--- config.mk ---
export PLATFORM = sky130hd
export DESIGN_NAME = coin_acceptor_flat
export DESIGN_NICKNAME = d
export VERILOG_FILES = /design/src/rtl/coin_acceptor_pkg.sv /design/src/rtl/coin_acceptor_if.sv /design/src/rtl/coin_acceptor_debounce.sv /design/src/rtl/coin_acceptor.sv /design/src/flat_wrapper.sv
export SDC_FILE = /design/constraint.sdc
export NUM_CORES = 1
export LEC_CHECK = 0
export ABC_AREA = 1
export ABC_CLOCK_PERIOD_IN_PS = 1670
export BUFFER_PORTS_ARGS = -buffer_cell sky130_fd_sc_hd__buf_4
export CORE_UTILIZATION = 50
export CTS_CLUSTER_DIAMETER = 50
export CTS_CLUSTER_SIZE = 30
export DETAILED_ROUTE_END_ITERATION = 16
export GPL_ROUTABILITY_DRIVEN = 1
export GPL_TIMING_DRIVEN = 1
export HOLD_SLACK_MARGIN = 0.02
export PLACE_DENSITY = 0.79
export SYNTH_ARGS = -nofsm -noshare
export SYNTH_HDL_FRONTEND = slang
export SYNTH_SLANG_ARGS = --single-unit
export TNS_END_PERCENT = 20
--- constraint.sdc ---
create_clock -name clk -period 1.67 [get_ports clk]
set_clock_uncertainty 0.15 [all_clocks]
set_input_delay 0.334 -clock clk [delete_from_list [all_inputs] [get_ports clk]]
set_output_delay 0.334 -clock clk [all_outputs]
set_load 0.01 [all_outputs]
--- src/rtl/coin_acceptor_pkg.sv ---
// -----------------------------------------------------------------------------
// coin_acceptor_pkg
//   Shared definitions for the coin acceptor front end and the vending FSM.
//   - Measure-FSM state encodings as fixed-width constants. The encodings are
//     kept stable so existing consumers of the state code stay compatible.
//   - Coin value encoding carried on coin_val.
//   - width_in_range(): inclusive window test used to classify coin widths.
// Ports: none (package).
// -----------------------------------------------------------------------------
package coin_acceptor_pkg;

  typedef logic [2:0] state_t;

  localparam state_t ST_WAIT_LOW = 3'd0;
  localparam state_t ST_IDLE     = 3'd1;
  localparam state_t ST_MEASURE  = 3'd2;
  localparam state_t ST_EMIT     = 3'd3;
  localparam state_t ST_JAM      = 3'd4;

  localparam logic COIN_5C  = 1'b0;
  localparam logic COIN_10C = 1'b1;

  // Inclusive window test: lo <= width <= hi.
  function automatic logic width_in_range(input int unsigned width,
                                          input int unsigned lo,
                                          input int unsigned hi);
    return (width >= lo) && (width <= hi);
  endfunction

endpackage

--- src/rtl/coin_acceptor_if.sv ---
// -----------------------------------------------------------------------------
// coin_acceptor_if
//   Bundles the coin-path signals between the sensor/machine side and the coin
//   acceptor.
//   master : drives coin_sense / accept_en, observes strobes and status.
//   slave  : the acceptor; samples coin_sense / accept_en, drives the rest.
//   Signals:
//     coin_sense   raw sensor level, 1 = beam occluded (asynchronous to clk)
//     accept_en    machine can take coins (sampled at coin leading edge)
//     coin_in_en   one-cycle strobe, valid coin accepted
//     coin_val     0 = 5c, 1 = 10c, only meaningful with coin_in_en
//     coin_reject  one-cycle strobe, coin sent to return chute
//     jam          level, coin stuck in the sensor
//     busy         level, a coin is being handled
//     tally_*      16-bit saturating counters (COIN_ACCEPTOR_TALLY_EN only)
// Optional feature macro: COIN_ACCEPTOR_TALLY_EN.
// -----------------------------------------------------------------------------
interface coin_acceptor_if;

  logic coin_sense;
  logic accept_en;
  logic coin_in_en;
  logic coin_val;
  logic coin_reject;
  logic jam;
  logic busy;

`ifdef COIN_ACCEPTOR_TALLY_EN
  logic [15:0] tally_5c;
  logic [15:0] tally_10c;
  logic [15:0] tally_rej;

  modport master (
    output coin_sense, accept_en,
    input  coin_in_en, coin_val, coin_reject, jam, busy,
    input  tally_5c, tally_10c, tally_rej
  );

  modport slave (
    input  coin_sense, accept_en,
    output coin_in_en, coin_val, coin_reject, jam, busy,
    output tally_5c, tally_10c, tally_rej
  );
`else
  modport master (
    output coin_sense, accept_en,
    input  coin_in_en, coin_val, coin_reject, jam, busy
  );

  modport slave (
    input  coin_sense, accept_en,
    output coin_in_en, coin_val, coin_reject, jam, busy
  );
`endif

endinterface

--- src/rtl/coin_acceptor_debounce.sv ---
// -----------------------------------------------------------------------------
// coin_debounce
//   Synchronizes the raw optical sensor level into clk and filters it: the
//   clean level follows the synced level only after the synced level has
//   differed from it for DEBOUNCE_CYC consecutive cycles. Rising and falling
//   edges get the same delay, so pulse width is preserved.
//   Ports:
//     clk        in  clock
//     reset      in  asynchronous, active-high reset
//     sense_raw  in  raw sensor level, asynchronous to clk
//     sense_db   out debounced level (registered)
//     settled    out synchronizer primed and synced level equals sense_db
// -----------------------------------------------------------------------------
module coin_debounce #(
  parameter int unsigned SYNC_STAGES  = 2,
  parameter int unsigned DEBOUNCE_CYC = 16
) (
  input  logic clk,
  input  logic reset,
  input  logic sense_raw,
  output logic sense_db,
  output logic settled
);

  localparam int unsigned DB_W = $clog2(DEBOUNCE_CYC + 1);
  localparam logic [DB_W-1:0] DB_LAST = DB_W'(DEBOUNCE_CYC - 1);

  logic [SYNC_STAGES-1:0] sync_q, sync_d;
  // vld_q fills with ones after reset; until it is full the synchronizer
  // output still reflects reset values rather than the sensor.
  logic [SYNC_STAGES-1:0] vld_q, vld_d;
  logic [DB_W-1:0]        cnt_q, cnt_d;
  logic                   db_q, db_d;
  logic                   synced_s;

  assign synced_s = sync_q[SYNC_STAGES-1];

  // Next-state for synchronizer chain and stability filter.
  always_comb begin
    sync_d = {sync_q[SYNC_STAGES-2:0], sense_raw};
    vld_d  = {vld_q[SYNC_STAGES-2:0], 1'b1};
    cnt_d  = cnt_q;
    db_d   = db_q;
    if (synced_s == db_q) begin
      cnt_d = {DB_W{1'b0}};
    end else if (cnt_q == DB_LAST) begin
      cnt_d = {DB_W{1'b0}};
      db_d  = synced_s;
    end else begin
      cnt_d = cnt_q + DB_W'(1);
    end
  end

  // Synchronizer, stability counter and clean-level registers.
  always_ff @(posedge clk or posedge reset) begin
    if (reset) begin
      sync_q <= {SYNC_STAGES{1'b0}};
      vld_q  <= {SYNC_STAGES{1'b0}};
      cnt_q  <= {DB_W{1'b0}};
      db_q   <= 1'b0;
    end else begin
      sync_q <= sync_d;
      vld_q  <= vld_d;
      cnt_q  <= cnt_d;
      db_q   <= db_d;
    end
  end

  assign sense_db = db_q;
  assign settled  = vld_q[SYNC_STAGES-1] && (synced_s == db_q);

endmodule

--- src/rtl/coin_acceptor.sv ---
// -----------------------------------------------------------------------------
// coin_acceptor
//   Coin path front end: debounces the optical sensor, measures how long a coin
//   occludes the beam, classifies it as 5c (short) or 10c (long), rejects
//   out-of-window or locked-out coins and flags jams.
//   Ports:
//     clk    in  clock
//     reset  in  asynchronous, active-high reset
//     bus    coin_acceptor_if.slave
//            in : coin_sense, accept_en
//            out: coin_in_en, coin_val, coin_reject, jam, busy (all registered)
//            out: tally_5c, tally_10c, tally_rej (COIN_ACCEPTOR_TALLY_EN only)
//   Optional feature macro: COIN_ACCEPTOR_TALLY_EN adds saturating 16-bit
//   tallies of accepted 5c, accepted 10c and rejected/jammed coins.
// -----------------------------------------------------------------------------
module coin_acceptor
  import coin_acceptor_pkg::*;
#(
  parameter int unsigned SYNC_STAGES  = 2,
  parameter int unsigned DEBOUNCE_CYC = 16,
  parameter int unsigned MIN5_CYC     = 100,
  parameter int unsigned MAX5_CYC     = 400,
  parameter int unsigned MIN10_CYC    = 600,
  parameter int unsigned MAX10_CYC    = 1200,
  parameter int unsigned JAM_CYC      = 4000,
  parameter int unsigned CNT_W        = 13
) (
  input  logic            clk,
  input  logic            reset,
  coin_acceptor_if.slave  bus
);

  localparam logic [CNT_W-1:0] JAM_C = CNT_W'(JAM_CYC);

  logic sense_db_s;
  logic settled_s;

  coin_debounce #(
    .SYNC_STAGES  (SYNC_STAGES),
    .DEBOUNCE_CYC (DEBOUNCE_CYC)
  ) u_debounce (
    .clk       (clk),
    .reset     (reset),
    .sense_raw (bus.coin_sense),
    .sense_db  (sense_db_s),
    .settled   (settled_s)
  );

  state_t           state_q, state_d;
  logic [CNT_W-1:0] cnt_q, cnt_d;
  logic [CNT_W-1:0] cnt_inc_s;
  logic             lock_q, lock_d;
  logic             in_en_q, in_en_d;
  logic             val_q, val_d;
  logic             rej_q, rej_d;
  logic             jam_q, jam_d;
  logic             busy_q, busy_d;
  logic             jam_enter_s;

  // Saturating increment: the width counter never wraps.
  assign cnt_inc_s = (cnt_q == {CNT_W{1'b1}}) ? cnt_q : (cnt_q + CNT_W'(1));

  // Measure FSM, width counter and classification. Strobes are computed on
  // the falling-edge cycle so they appear registered during EMIT.
  always_comb begin
    state_d     = state_q;
    cnt_d       = cnt_q;
    lock_d      = lock_q;
    in_en_d     = 1'b0;
    val_d       = 1'b0;
    rej_d       = 1'b0;
    jam_d       = jam_q;
    jam_enter_s = 1'b0;
    case (state_q)
      ST_WAIT_LOW: begin
        // settled keeps a coin sitting in the beam at reset release from
        // being mistaken for an empty sensor while the synchronizer fills.
        if (!sense_db_s && settled_s) begin
          state_d = ST_IDLE;
        end else begin
          state_d = ST_WAIT_LOW;
        end
      end
      ST_IDLE: begin
        if (sense_db_s) begin
          state_d = ST_MEASURE;
          cnt_d   = CNT_W'(1);
          lock_d  = ~bus.accept_en;
        end else begin
          state_d = ST_IDLE;
        end
      end
      ST_MEASURE: begin
        if (sense_db_s) begin
          cnt_d = cnt_inc_s;
          if (cnt_inc_s >= JAM_C) begin
            state_d     = ST_JAM;
            jam_d       = 1'b1;
            jam_enter_s = 1'b1;
          end else begin
            state_d = ST_MEASURE;
          end
        end else begin
          state_d = ST_EMIT;
          if (!lock_q && width_in_range(32'(cnt_q), MIN5_CYC, MAX5_CYC)) begin
            in_en_d = 1'b1;
            val_d   = COIN_5C;
          end else if (!lock_q && width_in_range(32'(cnt_q), MIN10_CYC, MAX10_CYC)) begin
            in_en_d = 1'b1;
            val_d   = COIN_10C;
          end else begin
            rej_d = 1'b1;
          end
        end
      end
      ST_EMIT: begin
        state_d = ST_IDLE;
      end
      ST_JAM: begin
        if (!sense_db_s) begin
          state_d = ST_WAIT_LOW;
          jam_d   = 1'b0;
        end else begin
          state_d = ST_JAM;
        end
      end
      default: begin
        state_d = ST_WAIT_LOW;
        jam_d   = 1'b0;
      end
    endcase
    busy_d = (state_d != ST_IDLE);
  end

  // FSM state, counter and registered outputs.
  always_ff @(posedge clk or posedge reset) begin
    if (reset) begin
      state_q <= ST_WAIT_LOW;
      cnt_q   <= {CNT_W{1'b0}};
      lock_q  <= 1'b0;
      in_en_q <= 1'b0;
      val_q   <= 1'b0;
      rej_q   <= 1'b0;
      jam_q   <= 1'b0;
      busy_q  <= 1'b0;
    end else begin
      state_q <= state_d;
      cnt_q   <= cnt_d;
      lock_q  <= lock_d;
      in_en_q <= in_en_d;
      val_q   <= val_d;
      rej_q   <= rej_d;
      jam_q   <= jam_d;
      busy_q  <= busy_d;
    end
  end

  assign bus.coin_in_en  = in_en_q;
  assign bus.coin_val    = val_q;
  assign bus.coin_reject = rej_q;
  assign bus.jam         = jam_q;
  assign bus.busy        = busy_q;

`ifdef COIN_ACCEPTOR_TALLY_EN
  logic [15:0] t5_q, t5_d;
  logic [15:0] t10_q, t10_d;
  logic [15:0] trej_q, trej_d;

  // Tallies advance alongside the strobe they count; jams count as rejects.
  always_comb begin
    t5_d   = t5_q;
    t10_d  = t10_q;
    trej_d = trej_q;
    if (in_en_d && (val_d == COIN_5C) && (t5_q != 16'hFFFF)) begin
      t5_d = t5_q + 16'd1;
    end else begin
      t5_d = t5_q;
    end
    if (in_en_d && (val_d == COIN_10C) && (t10_q != 16'hFFFF)) begin
      t10_d = t10_q + 16'd1;
    end else begin
      t10_d = t10_q;
    end
    if ((rej_d || jam_enter_s) && (trej_q != 16'hFFFF)) begin
      trej_d = trej_q + 16'd1;
    end else begin
      trej_d = trej_q;
    end
  end

  // Tally registers.
  always_ff @(posedge clk or posedge reset) begin
    if (reset) begin
      t5_q   <= 16'd0;
      t10_q  <= 16'd0;
      trej_q <= 16'd0;
    end else begin
      t5_q   <= t5_d;
      t10_q  <= t10_d;
      trej_q <= trej_d;
    end
  end

  assign bus.tally_5c  = t5_q;
  assign bus.tally_10c = t10_q;
  assign bus.tally_rej = trej_q;
`endif

endmodule

--- src/flat_wrapper.sv ---
// flat-port wrapper written by rule: the top's interface ports become plain ports
module coin_acceptor_flat import coin_acceptor_pkg::*;
#(
  parameter int unsigned SYNC_STAGES  = 2,
  parameter int unsigned DEBOUNCE_CYC = 16,
  parameter int unsigned MIN5_CYC     = 100,
  parameter int unsigned MAX5_CYC     = 400,
  parameter int unsigned MIN10_CYC    = 600,
  parameter int unsigned MAX10_CYC    = 1200,
  parameter int unsigned JAM_CYC      = 4000,
  parameter int unsigned CNT_W        = 13
)
  (clk, reset, bus_coin_sense, bus_accept_en, bus_coin_in_en, bus_coin_val, bus_coin_reject, bus_jam, bus_busy);
  coin_acceptor_if bus_i ();
  input  logic clk;
  input  logic reset;
  input wire logic [$bits(bus_i.coin_sense)-1:0] bus_coin_sense;
  input wire logic [$bits(bus_i.accept_en)-1:0] bus_accept_en;
  output wire logic [$bits(bus_i.coin_in_en)-1:0] bus_coin_in_en;
  output wire logic [$bits(bus_i.coin_val)-1:0] bus_coin_val;
  output wire logic [$bits(bus_i.coin_reject)-1:0] bus_coin_reject;
  output wire logic [$bits(bus_i.jam)-1:0] bus_jam;
  output wire logic [$bits(bus_i.busy)-1:0] bus_busy;
  assign bus_i.coin_sense = bus_coin_sense;
  assign bus_i.accept_en = bus_accept_en;
  assign bus_coin_in_en = bus_i.coin_in_en;
  assign bus_coin_val = bus_i.coin_val;
  assign bus_coin_reject = bus_i.coin_reject;
  assign bus_jam = bus_i.jam;
  assign bus_busy = bus_i.busy;
  coin_acceptor #(.SYNC_STAGES(SYNC_STAGES), .DEBOUNCE_CYC(DEBOUNCE_CYC), .MIN5_CYC(MIN5_CYC), .MAX5_CYC(MAX5_CYC), .MIN10_CYC(MIN10_CYC), .MAX10_CYC(MAX10_CYC), .JAM_CYC(JAM_CYC), .CNT_W(CNT_W)) u_core (.clk(clk), .reset(reset), .bus(bus_i));
endmodule
==> results.txt <==
Final setup violation count = 6
Routability Congestion = 0.9464
Clk sinks = 32
Max Fanout on Critical Path = 4
Top cell type's share of synthesized area = 45.45%
Place WS = -0.1435 ns
Iter 0 DRT Violations = 126
Synth Register Bits = 32
Routed WL = 5.005 mm
Rows = 21
Mapped Cells = 224
TNS Setup = -0.4314 ns
Max Cap Violations = 0
Largest net degree at the start of global routing = 33
Yosys cell types = 33
RSZ-0062 raised after global routing = yes
# DRC = 0
Worst hold path class = register to register
Peak supply drop = 0.6137 mV
Die footprint = 3765 um^2
Final Critical Period = 1.768 ns
Synth top area cells = dfrtp_1, nand2_1, inv_1, nand3_1, nor2_1
Crit start category = register
Initial Util = 52.38%
H-tree Lvls = 2
Type of the worst setup path = register to register
Reg-to-reg slack, setup = -0.1 ns
DPL Wire Length = 3.197 mm
Yosys warning count = 0
Synth async-reset ratio = 100.0%
Ant diodes = 0
Area of the multi-input gates = 943.4 um^2
Post-synth EDFFs = 0
Final worst-path cycle share = 105.9%
Drt first pass iters = 5
Root buf cell = clkbuf_4
Vias per inst = 5.477
Placed insts = 308
Top-count cell post-synth = nand2_1
Leakage power = 0.001187 uW
Final WS setup = -0.09830 ns
GR Overflow Total = 0
First-pass GRT wire length = 7.327 mm
Sequential cell area = 808.3 um^2
Final core occ = 73.40%
CP Data Arrival Time = 1.91 ns
TritonCTS clock tree = built
Top cell type by total area after synthesis = dfrtp_1
DR vias = 1813
Clk pin slew, worst setup/hold paths = 0.11 ns
Crit path capture type = register
Post-Syn Area = 1762 um^2
P&R area growth vs syn = 40.13%
Final ANT Viol Nets = 0
Initial antenna violation count = 0
Max clock buf depth = 2
# IOs = 9
Vias in the first global route = 1606
Chip Width = 61.36 um
Number of port buffers = 8
Power per cell area = 591.1 nW/um^2
Syn avg cell area = 7.865 um^2
Top post-synthesis cells by count = nand2_1, inv_1, dfrtp_1, nor2_1, nand3_1
Synth Net Count = 231
TritonCTS buffer count = 5
Pins Over Slew Limit = 0
Gr usage total = 27.31%
Power Total = 1459 uW
Die Height = 61.36 um
Fin cells = 331
Failing checks = negative setup slack
Post-synthesis sequential area ratio = 45.45%
CP Data Required Time = 1.81 ns
Status = finished with violations
Layout fillers = 242
Ratio of cells with drive above 1 in the final layout = 38.60%
Routed len/inst = 15.12 um
Nets = 291
Highest clock rate = 565.5 MHz
Clock Latency Late Sink = 0.35 ns
Final hold violation count = 0
Core area = 3363 um^2
Primary FF master, synth = dfrtp_1
## critical path, stage by stage (launching register included)
cell	delay, ns
dfrtp_1	0.44
nand2_1	0.14
nor2_2	0.21
nand3_2	0.09
nand2_2	0.10
nand2_2	0.07
o21bai_4	0.16
nand3_4	0.10
nand2_2	0.08
nand2_2	0.06
a21oi_2	0.10
## final cells by class
class,count,share of cell area [%]
multi-input cells,154,38.22
flip-flops and latches,32,32.74
repair buffers,54,17.54
inverters,37,5.930
well taps,46,2.331
clock inverters,3,1.723
clock buffers,5,1.521
## sequential cells by signal (all words and copies together), names as in the netlist
register	count
u_core.bus.busy	1
u_core.bus.coin_in_en	1
u_core.bus.coin_reject	1
u_core.bus.coin_val	1
u_core.bus.jam	1
u_core.cnt_q	13
u_core.lock_q	1
u_core.state_q	3
u_core.u_debounce.cnt_q	5
u_core.u_debounce.sense_db	1
u_core.u_debounce.sync_q	2
u_core.u_debounce.vld_q	2
## power by group
| part | switching [uW] | internal (uW) | total, uW |
|---|---|---|---|
| Sequential | 8.47 | 787 | 795 |
| Clock | 299 | 312 | 611 |
| Combinational | 31.7 | 22.0 | 53.7 |
| Total | 339 | 1120 | 1460 |
## path summary, 6_finish.rpt
| check | startpoint | to | depth (start not counted) |
|---|---|---|---|
| worst max register to register | u_core.cnt_q[5] | u_core.bus.jam | 10 |
| worst max-delay path | u_core.cnt_q[5] | u_core.bus.jam | 10 |
| max in group asynchronous | reset | u_core.cnt_q[0] | 4 |
| worst min-delay path | u_core.u_debounce.vld_q[0] | u_core.u_debounce.vld_q[1] | 0 |
| min in group asynchronous | reset | u_core.cnt_q[11] | 4 |
| worst min register to register | u_core.u_debounce.vld_q[0] | u_core.u_debounce.vld_q[1] | 0 |
## per-layer routing
metal / global-route usage, % / share of wire [%] / up-vias
met5: 0 / 0 / -
met2: 41.61 / 47 / 104
met4: 13.97 / 3.9 / 0
met1: 36.60 / 42 / 826
met3: 6.092 / 7.6 / 23
li1: - / - / 860
## what timing repair did
action	CTS	global route
gates resized for setup	13	28
setup endpoints to repair	12	19
hold buffers	3	0
pin swaps	4	15
buffers inserted	6	6
hold endpoints to repair	34	0
## per-stage QoR
step	area [um^2]	hold WS (ns)
after floorplan	1775	0.1812
after global placement	2135	0.1812
after detailed placement	2135	0.1847
after CTS	2325	0.2094
after global routing	2469	0.2202
final	2469	0.2085
## cell families (layout without fill, tap and decap cells)
logic type | after synthesis | after routing | synth area share, %
other | 1 | 1 | 0.2129
DFF | 32 | 32 | 45.45
xor gates and xnor gates | 2 | 2 | 0.9945
and+or+nand+nor | 107 | 107 | 28.91
adders and majority gates | 3 | 3 | 2.131
buffers and inverters | 38 | 99 | 8.381
AOI/OAI and AO/OA | 41 | 41 | 13.92
## cells in the final DEF (no fill, tap or decap), drive strengths merged, types with 4 or more instances in the layout
cell	count
nand3	21
nand4	6
o22ai	5
nor3	5
nand2	46
dfrtp	32
o21ai	13
buf	51
o211ai	4
nor2	25
clkbuf	5
a21oi	13
inv	36
No activity file was read; power rests on OpenSTA's default activity.
